==> config.mk <==
export PLATFORM = sky130hd
export DESIGN_NAME = axil_upi_bridge
export DESIGN_NICKNAME = d
export VERILOG_FILES = /design/src/rtl/axil_upi_pkg.sv /design/src/rtl/axil_upi_tmo.sv /design/src/rtl/axil_upi_bridge.sv
export SDC_FILE = /design/constraint.sdc
export NUM_CORES = 1
export LEC_CHECK = 0
export CORE_MARGIN = 2
export CORE_UTILIZATION = 36
export DETAILED_ROUTE_END_ITERATION = 8
export HOLD_SLACK_MARGIN = 0.1
export PLACE_DENSITY_LB_ADDON = 0.2
export RECOVER_POWER = 100
export REMOVE_ABC_BUFFERS = 1
export SETUP_SLACK_MARGIN = 0.02
export SYNTH_ARGS = -nofsm -noshare
export SYNTH_HDL_FRONTEND = slang
export SYNTH_HIERARCHICAL = 1
export SYNTH_SLANG_ARGS = --single-unit
==> constraint.sdc <==
create_clock -name clk -period 2.42 [get_ports clk]
set_clock_uncertainty 0.2 [all_clocks]
set_input_delay 0.363 -clock clk [delete_from_list [all_inputs] [get_ports clk]]
set_output_delay 0.363 -clock clk [all_outputs]
set_load 0.02 [all_outputs]
==> src/rtl/axil_upi_pkg.sv <==
// ---------------------------------------------------------------------------
// axil_upi_pkg : shared response codes, FSM encodings and defaults. Rev 1.0
// ---------------------------------------------------------------------------
`default_nettype none

package axil_upi_pkg;
  localparam logic [1:0] RESP_OKAY   = 2'b00;
  localparam logic [1:0] RESP_SLVERR = 2'b10;
  localparam logic [1:0] RESP_DECERR = 2'b11;

  localparam logic [2:0] ST_IDLE    = 3'd0;
  localparam logic [2:0] ST_WR_ACC  = 3'd1;
  localparam logic [2:0] ST_RD_ACC  = 3'd2;
  localparam logic [2:0] ST_WR_RESP = 3'd3;
  localparam logic [2:0] ST_RD_RESP = 3'd4;

  localparam logic [31:0] TIMEOUT_D_DEF = 32'hCAFE_CAFE;
endpackage

`default_nettype wire

==> src/rtl/axil_upi_tmo.sv <==
// ---------------------------------------------------------------------------
// axil_upi_tmo : access timeout counter, fires after 2**TIMEOUT_W-1 cycles. Rev 1.0
// ---------------------------------------------------------------------------
`default_nettype none

module axil_upi_tmo #(
  parameter int TIMEOUT_W = 8
) (
  input  logic clk,
  input  logic rst_n,
  input  logic clr,
  input  logic run,
  output logic expire,
  output logic tmo_evt
);
  localparam logic [TIMEOUT_W-1:0] CNT_ONE = TIMEOUT_W'(1);
  localparam logic [TIMEOUT_W-1:0] CNT_MAX = {TIMEOUT_W{1'b1}};
  localparam logic [TIMEOUT_W-1:0] CNT_PRE = CNT_MAX - CNT_ONE;

  logic [TIMEOUT_W-1:0] r_cnt;

  // The counter lands on all-ones at the very edge that ends the access.
  assign expire = run && (r_cnt == CNT_PRE);

  always_ff @(posedge clk or negedge rst_n) begin
    if (!rst_n) begin
      r_cnt   <= '0;
      tmo_evt <= 1'b0;
    end else begin
      tmo_evt <= expire;
      if (clr) begin
        r_cnt <= '0;
      end else if (run && (r_cnt != CNT_MAX)) begin
        r_cnt <= r_cnt + CNT_ONE;
      end
    end
  end
endmodule

`default_nettype wire

==> src/rtl/axil_upi_bridge.sv <==
// ---------------------------------------------------------------------------
// axil_upi_bridge : AXI4-Lite slave to UPI bridge; option AXIL_UPI_RANGE_CHK_EN. Rev 1.0
// ---------------------------------------------------------------------------
`default_nettype none

module axil_upi_bridge
  import axil_upi_pkg::*;
#(
  parameter int                  AXI_ADDR  = 32,
  parameter int                  AXI_DATW  = 32,
  parameter int                  G_CPUA    = AXI_ADDR - $clog2(AXI_DATW / 8),
  parameter int                  TIMEOUT_W = 8,
  parameter logic [31:0]         TIMEOUT_D = TIMEOUT_D_DEF,
  parameter logic [G_CPUA-1:0]   UPA_MAX   = {G_CPUA{1'b1}}
) (
  input  logic                  clk,
  input  logic                  rst_n,
  input  logic [AXI_ADDR-1:0]   s_axi_awaddr,
  input  logic                  s_axi_awvalid,
  output logic                  s_axi_awready,
  input  logic [AXI_DATW-1:0]   s_axi_wdata,
  input  logic [AXI_DATW/8-1:0] s_axi_wstrb,
  input  logic                  s_axi_wvalid,
  output logic                  s_axi_wready,
  output logic [1:0]            s_axi_bresp,
  output logic                  s_axi_bvalid,
  input  logic                  s_axi_bready,
  input  logic [AXI_ADDR-1:0]   s_axi_araddr,
  input  logic                  s_axi_arvalid,
  output logic                  s_axi_arready,
  output logic [AXI_DATW-1:0]   s_axi_rdata,
  output logic [1:0]            s_axi_rresp,
  output logic                  s_axi_rvalid,
  input  logic                  s_axi_rready,
  output logic [G_CPUA-1:0]     upa,
  output logic                  upen,
  output logic                  upws,
  output logic                  uprs,
  output logic [AXI_DATW/8-1:0] upbe,
  output logic [AXI_DATW-1:0]   updi,
  input  logic [AXI_DATW-1:0]   updo,
  input  logic                  uprdy,
  output logic                  tmo_evt
);
  localparam int                ADDR_LSB = $clog2(AXI_DATW / 8);
  localparam logic [AXI_DATW-1:0] TMO_FILL = {(AXI_DATW / 32){TIMEOUT_D}};

  logic [2:0]        r_state;
  logic              r_last_wr;
  logic              w_idle;
  logic              w_wr_cand;
  logic              w_rd_cand;
  logic              w_grant_wr;
  logic              w_grant_rd;
  logic              w_in_acc;
  logic              w_expire;
  logic              w_done;
  logic              w_range_err;
  logic [G_CPUA-1:0] w_grant_word;
  logic [1:0]        w_done_resp;
  logic              unused_addr_lsbs;

  assign unused_addr_lsbs = ^{s_axi_awaddr[ADDR_LSB-1:0], s_axi_araddr[ADDR_LSB-1:0]};

  assign w_idle     = (r_state == ST_IDLE);
  assign w_wr_cand  = s_axi_awvalid & s_axi_wvalid;
  assign w_rd_cand  = s_axi_arvalid;
  // On a collision the type not served last wins; reset leaves "write" as last.
  assign w_grant_rd = w_idle & w_rd_cand & (~w_wr_cand | r_last_wr);
  assign w_grant_wr = w_idle & w_wr_cand & ~w_grant_rd;

  assign w_grant_word = w_grant_rd ? s_axi_araddr[AXI_ADDR-1:ADDR_LSB]
                                   : s_axi_awaddr[AXI_ADDR-1:ADDR_LSB];

`ifdef AXIL_UPI_RANGE_CHK_EN
  assign w_range_err = (w_grant_word > UPA_MAX);
`else
  assign w_range_err = 1'b0;
`endif

  assign w_in_acc    = (r_state == ST_WR_ACC) || (r_state == ST_RD_ACC);
  assign w_done      = w_in_acc & (uprdy | w_expire);
  assign w_done_resp = uprdy ? RESP_OKAY : RESP_SLVERR;

  assign s_axi_awready = w_grant_wr;
  assign s_axi_wready  = w_grant_wr;
  assign s_axi_arready = w_grant_rd;
  assign s_axi_bvalid  = (r_state == ST_WR_RESP);
  assign s_axi_rvalid  = (r_state == ST_RD_RESP);
  assign upen          = w_in_acc;
  assign upws          = (r_state == ST_WR_ACC);
  assign uprs          = (r_state == ST_RD_ACC);

  // uprdy wins over a same-cycle timeout, so it also stops the counter.
  axil_upi_tmo #(
    .TIMEOUT_W (TIMEOUT_W)
  ) u_tmo (
    .clk     (clk),
    .rst_n   (rst_n),
    .clr     (w_grant_wr | w_grant_rd),
    .run     (w_in_acc & ~uprdy),
    .expire  (w_expire),
    .tmo_evt (tmo_evt)
  );

  always_ff @(posedge clk or negedge rst_n) begin
    if (!rst_n) begin
      r_state     <= ST_IDLE;
      r_last_wr   <= 1'b1;
      upa         <= '0;
      upbe        <= '0;
      updi        <= '0;
      s_axi_bresp <= RESP_OKAY;
      s_axi_rresp <= RESP_OKAY;
      s_axi_rdata <= '0;
    end else begin
      case (r_state)
        ST_IDLE: begin
          if (w_grant_wr) begin
            upa       <= w_grant_word;
            updi      <= s_axi_wdata;
            upbe      <= s_axi_wstrb;
            r_last_wr <= 1'b1;
            if (w_range_err) begin
              s_axi_bresp <= RESP_DECERR;
              r_state     <= ST_WR_RESP;
            end else begin
              r_state <= ST_WR_ACC;
            end
          end else if (w_grant_rd) begin
            upa       <= w_grant_word;
            r_last_wr <= 1'b0;
            if (w_range_err) begin
              s_axi_rresp <= RESP_DECERR;
              s_axi_rdata <= '0;
              r_state     <= ST_RD_RESP;
            end else begin
              r_state <= ST_RD_ACC;
            end
          end
        end
        ST_WR_ACC: begin
          if (w_done) begin
            s_axi_bresp <= w_done_resp;
            r_state     <= ST_WR_RESP;
          end
        end
        ST_RD_ACC: begin
          if (w_done) begin
            s_axi_rresp <= w_done_resp;
            s_axi_rdata <= uprdy ? updo : TMO_FILL;
            r_state     <= ST_RD_RESP;
          end
        end
        ST_WR_RESP: begin
          if (s_axi_bready) r_state <= ST_IDLE;
        end
        ST_RD_RESP: begin
          if (s_axi_rready) r_state <= ST_IDLE;
        end
        default: r_state <= ST_IDLE;
      endcase
    end
  end
endmodule

`default_nettype wire
; ---- Yosys cells after proc, flatten, opt, wreduce, memory -nomap -nowiden
; Cells that the tools add are included.
[word_totals]
reg_bits = 115
latchBits = 0
ram_bits = 0
mem_bits_ro = 0
inputBits = 140
output_inout_bits = 111
n_memories = 0
[classes]
addsub = 1
n_mul = 0
div = 0
n_lt_le_gt_ge = 0
eq_ne = 11
shift = 0
n_mux = 16
bitwise_logic = 13
n_reduce_logical = 11
[op_table]
columns = cell, n
row1 = 30-bit two-way mux, 3
row2 = 32-bit two-way mux, 1
row3 = 3-bit two-way mux, 6
row4 = 8-bit two-way mux, 2
row5 = 3-bit case mux with 5 select lines, 1
row6 = 8-bit by 1-bit adder with 8-bit output (second input constant), 1
row7 = 8-bit equality test (second input constant), 1
row8 = 2-bit by 1-bit != test with 1-bit output (second input constant), 4
row9 = 8-bit != test (second input constant), 1
row10 = 2-bit AND reduction, 4
row11 = 1-bit AND, 7
row12 = 3-bit by 2-bit equality test with 1-bit output (second input constant), 2
row13 = 5-bit AND reduction, 1
row14 = 2-bit nonzero test, 2
row15 = 3-bit by 1-bit equality test with 1-bit output (second input constant), 1
row16 = 3-bit equality test (second input constant), 1
row17 = 3-bit logical NOT, 1
row18 = 3-bit by 1-bit != test with 1-bit output (second input constant), 1
row19 = 1-bit inverter, 3
row20 = 1-bit bitwise OR, 3
row21 = 1-bit logical AND, 2
row22 = 1-bit two-way mux, 2
row23 = 2-bit two-way mux, 1
row24 = 1-bit logical OR, 1

; ---- Depth between registers and ports, before layout
[logic_depth]
depth_word = 8
mapped_depth = 10
mapped_depth_nobuf = 8

; ---- Modules after synthesis
; Netlist, hierarchy kept.
[modules_own_cells]
columns = module, instances, cells_per_inst, area_per_inst_um2
row1 = axil_upi_bridge, 1, 363, 4244.1
row2 = axil_upi_tmo, 1, 51, 504.2

; ---- Worst setup path after synthesis
; Ideal clock, no wire load.
[synth_path]
kind = flip-flop to flip-flop
startpoint = register r_state[0]
endpoint = register s_axi_rdata[18]
setup_ns = 0.065
t_arrival_ns = 2.279
required_ns = 2.155
path_slack_ns = -0.124
path_stages_with_launch = 10
path_buffers = 2
path_cell_list = dfrtp_1 -> buf_2 -> xnor2_1 -> nor3_1 -> nand3_2 -> nor3_1 -> nor2_1 -> nor3_2 -> buf_2 -> o22a_1
[synth_between]
elab_chain_len = 7
[synth_rtl]
columns = element, line
row1 = from (decl), axil_upi_bridge.sv:48  ; logic [2:0] r_state;
row2 = from (signal assigned), axil_upi_bridge.sv:108  ; r_state <= ST_IDLE;
row3 = from (signal assigned), axil_upi_bridge.sv:126  ; r_state <= ST_WR_RESP;
row4 = from (signal assigned), axil_upi_bridge.sv:128  ; r_state <= ST_WR_ACC;
row5 = 3-bit by 1-bit equality test with 1-bit output / 3-bit by 2-bit equality test with 1-bit output (equally long branches), axil_upi_bridge.sv:81  ; assign w_in_acc = (r_state == ST_WR_ACC) || (r_state == ST_RD_ACC);
row6 = 1-bit logical OR (*), axil_upi_bridge.sv:81
row7 = 1-bit AND (*), axil_upi_bridge.sv:101  ; .run (w_in_acc & ~uprdy),
row8 = 1-bit logical AND (*), axil_upi_tmo.sv:23  ; assign expire = run && (r_cnt == CNT_PRE);
row9 = net w_expire, axil_upi_bridge.sv:56  ; logic w_expire;
row10 = 1-bit bitwise OR (*), axil_upi_bridge.sv:82  ; assign w_done = w_in_acc & (uprdy | w_expire);
row11 = 1-bit AND (*), axil_upi_bridge.sv:82
row12 = 2-bit AND reduction (no line) (*), n/a
row13 = to (signal assigned), axil_upi_bridge.sv:151  ; s_axi_rdata <= uprdy ? updo : TMO_FILL;
row14 = to (decl), axil_upi_bridge.sv:31  ; output logic [AXI_DATW-1:0] s_axi_rdata,
; The timed path passes the listed nets; every way through them passes the cells marked *.
; A chain may end at the register's enable or synchronous reset.

; ---- Worst setup path in the final report
[layout_path]
startpoint = register r_state[1]
endpoint = output s_axi_awready
[layout_between]
elab_chain_len = 5
[layout_rtl]
columns = element, line
row1 = 3-bit logical NOT (*), axil_upi_bridge.sv:65  ; assign w_idle = (r_state == ST_IDLE);
row2 = 1-bit AND (2 in series), axil_upi_bridge.sv:69  ; assign w_grant_rd = w_idle & w_rd_cand & (~w_wr_cand | r_last_wr);
row3 = 1-bit inverter, axil_upi_bridge.sv:70  ; assign w_grant_wr = w_idle & w_wr_cand & ~w_grant_rd;
row4 = 1-bit AND (*), axil_upi_bridge.sv:70
row5 = to (decl), axil_upi_bridge.sv:20  ; output logic s_axi_awready,
; Every way passes the cells marked *; elsewhere a longest branch is shown, timed or not.

==> impl_metrics.tcl <==
set metrics [dict create \
    outcome "finished, final reports clean" \
    ios 251 \
    grt_pass1_wl_um 21230 \
    start_util_pct 37.17 \
    hold_ws_ps 276.9 \
    critical_path.slowest_cell "dfrtp_2" \
    reg2reg_from "r_state[1]" \
    yosys_most_used_dff "dfrtp_1" \
    area_growth_pct 67.51 \
    htreeDepth 4 \
    core_area_mm2 0.01277 \
    clock-sinks 113 \
    cp_top_family "flip-flops" \
    cp-end-kind "primary output" \
    synth_seq_cells 113 \
    path_clk_slew_ps 50 \
    nets 809 \
    min_delay_worst_endpoint "s_axi_rdata[20]" \
    vdd_ir_drop_max_mv 0.6133 \
    vias 4086 \
    yosys-top-cells-area "dfrtp_1, mux2_2, nand2_1, o22a_1, a31oi_1" \
    worstMarginPinSlew_ps 887.5 \
    cap_violations 0 \
    drtAntennaViolNets 0 \
    antenna_found_initial 0 \
    antenna_cells 0 \
    cp.required_ps 1860 \
    rsz0062_at_grt "true" \
    synth_top_area_share_pct 59.03 \
    relSlewSlack_pct 40.83 \
    grtUsageTotal_pct 19.13 \
    grt_pass1_vias 4234 \
    synthDistinctLibCells 45 \
    utilization_pct 62.27 \
    drtPass1Iterations 4 \
    yosys_warnings 6 \
    grt.overflow.total 0 \
    worstSetupStartpointType "register" \
    gp_congestion 0.7920 \
    critPathMaxStageDelay_ps 470 \
    cts_root_buf "clkbuf_16" \
    clockBufferDepth 2 \
    path_max_fanout 9 \
    drive_gt1_share_pct 11.76 \
    post-route-min-period_ps 2289 \
    worstSetupPathType "reg2out" \
    synth_enable_flop_cells 0 \
    synthesis.area_mm2 0.004748 \
    port_buffers 244 \
    leakage_nw 3.356 \
    syn-instance-count 414 \
    synth_area_per_cell_um2 11.47 \
    seq_area_frac_synth_pct 59.58 \
    cp.arrival_ps 1730 \
    synthArstFlopShare_pct 100.0 \
    clock.fmax_mhz 436.9 \
    reg2reg_slack_ps 230 \
    cts_setup_buffers 0 \
    post-route-drc-count 0 \
    dieArea_mm2 0.01412 \
    setup_viol 0 \
    avgViaCountPerCell 4.796 \
    slew_viol_final 0 \
    grt_max_degree 40 \
    wirelength_um 13250 \
    hold_viol 0 \
    p_per_area_mw_per_mm2 1322 \
    die_w_um 118.8 \
    synth_largest_area_cell "dfrtp_1" \
    worstHoldStart "s_axi_rdata[20]" \
    crit-reg2reg-capture "s_axi_rdata[3]" \
    finalCritPeriodShare_pct 94.59 \
    drt_iter0_markers 147 \
    wire_per_inst_um 15.55 \
    cts_buffers 17 \
    worstSkewPairLatency_ps 410 \
    row_count 41 \
    rr_worst_depth 9 \
    hold_depth 1 \
    path_cells "nor3_4, nand4_1, inv_1, clkdlybuf4s15_1" \
    min_path_type "reg2reg" \
    cts_tree "built" \
    die_y_um 118.8 \
    cp.buffers_inverters 2 \
    hpwlAfterDp_um 9922 \
]
[cells in the final DEF, fill, tap and decap left out, types with 3 or more instances in the layout]
cell / netlist / final
nand4_1: 2 / 3
dlygate4sd3_1: 0 / 102
o22a_1: 23 / 23
dfrtp_1: 112 / 111
dlygate4sd2_1: 0 / 3
clkinv_2: 0 / 3
a21oi_1: 6 / 6
inv_1: 8 / 8
a31oi_1: 32 / 32
nor3_1: 5 / 5
bufinv_16: 0 / 4
a211oi_1: 3 / 3
clkdlybuf4s50_1: 0 / 134
nand3_1: 4 / 5
clkbuf_16: 0 / 17
buf_4: 3 / 8
a22o_1: 10 / 10
nand2b_1: 3 / 3
clkbuf_1: 4 / 10
mux2_1: 0 / 7
nand2_1: 65 / 65
nor2_1: 43 / 43
o21ai_0: 3 / 3
mux2_2: 31 / 31
clkinvlp_4: 0 / 3
[per-layer routing]
metal | track usage, % | share of wire [%] | vias up
met5 | 0 | 0 | -
met4 | 6.696 | 1.5 | 0
met3 | 7.232 | 8.1 | 16
met2 | 32.00 | 49 | 178
met1 | 22.53 | 42 | 1916
li1 | - | - | 1976
[layout make-up]
| cell class | count | area (um2) |
|---|---|---|
| Clock buffer | 22 | 464.2 |
| Clock inverter | 10 | 157.7 |
| Fill cell | 1004 | 4820 |
| Inverter | 8 | 30.03 |
| Multi-Input combinational cell | 265 | 1702 |
| Sequential cell | 113 | 2830 |
| Tap cell | 172 | 215.2 |
| Timing Repair Buffer | 262 | 2555 |
[logic make-up (layout without fill, tap and decap cells)]
logic type / count (synthesis) / in the layout / synth area share [%]
multiplexers: 39 / 39 / 9.776
AO/OA/AOI/OAI: 85 / 85 / 13.07
flip-flops: 113 / 113 / 59.58
other: 1 / 2 / 0.07898
AND/OR/NAND/NOR: 136 / 136 / 12.81
XOR/XNOR: 1 / 1 / 0.1845
buffers and inverters: 37 / 302 / 3.979
adder cells (fa/ha/maj): 2 / 2 / 0.5269
[state kept, by name (all words and copies together) (netlist names)]
name,cells
s_axi_rdata,32
updi,32
upa,30
u_tmo/r_cnt,8
upbe,4
r_state,3
r_last_wr,1
s_axi_bresp,1
s_axi_rresp,1
u_tmo/tmo_evt,1
[what timing repair did]
item / in CTS / in global routing
hold buffers: 1 / 0
gates resized for setup: 8 / 9
setup endpoints to repair: 8 / 34
endpoints found under the hold margin: 31 / 0
[power by group]
group,leakage [nW],internal (mW),switching (mW)
sequential,1.33,2.78,0.457
combinational,1.73,2.18,2.51
clock,0.296,1.77,0.827
[how the worst max path moves through the flow]
stage                            to       start  cells after the start  slack, ps
finish                s_axi_awready  r_state[1]                      4        130
global route           s_axi_wready  r_state[1]                      4         10
CTS                            upen  r_state[1]                      3         40
floorplan            u_tmo/r_cnt[4]  r_state[0]                      5      -1310
detailed placement  s_axi_rdata[29]       uprdy                      8        -40
global placement    s_axi_rdata[12]       uprdy                      8         40
[synth_stat cells (all sizes together), types with 3 or more instances]
library cell and instances:
nand2b 3, nor3 7, nand2 65, dfrtp 112
inv 8, a31oi 32, o21ai 4, nor2b 3
buf 25, a211oi 3, nor2 43, a21oi 6
a22o 10, o22a 23, mux2 38, nand3 5
nand4 3, clkbuf 4
[through the flow]
step,power [mW],std cells,setup WS (ps),TNS (ps),instance area [um2]
final,10.52,852,131.0,0,7954
after global routing,11.11,852,9.999,0,7954
after CTS,11.12,852,36.30,0,8058
after detailed placement,8.475,819,-39.70,-355.8,7433
after global placement,8.351,819,39.98,0,7433
after floorplan,5.855,386,-1306,-57730,4593
[worst register-to-register path: stages (launching register included)]
cell and delay (ps):
dfrtp_2 470, xnor2_1 170, nor3_1 140, clkbuf_1 140
nand3_1 110, nor3_2 160, nor2_1 90, nor3_1 290
buf_12 210, o22a_1 160
(Power assumes the default switching activity.)
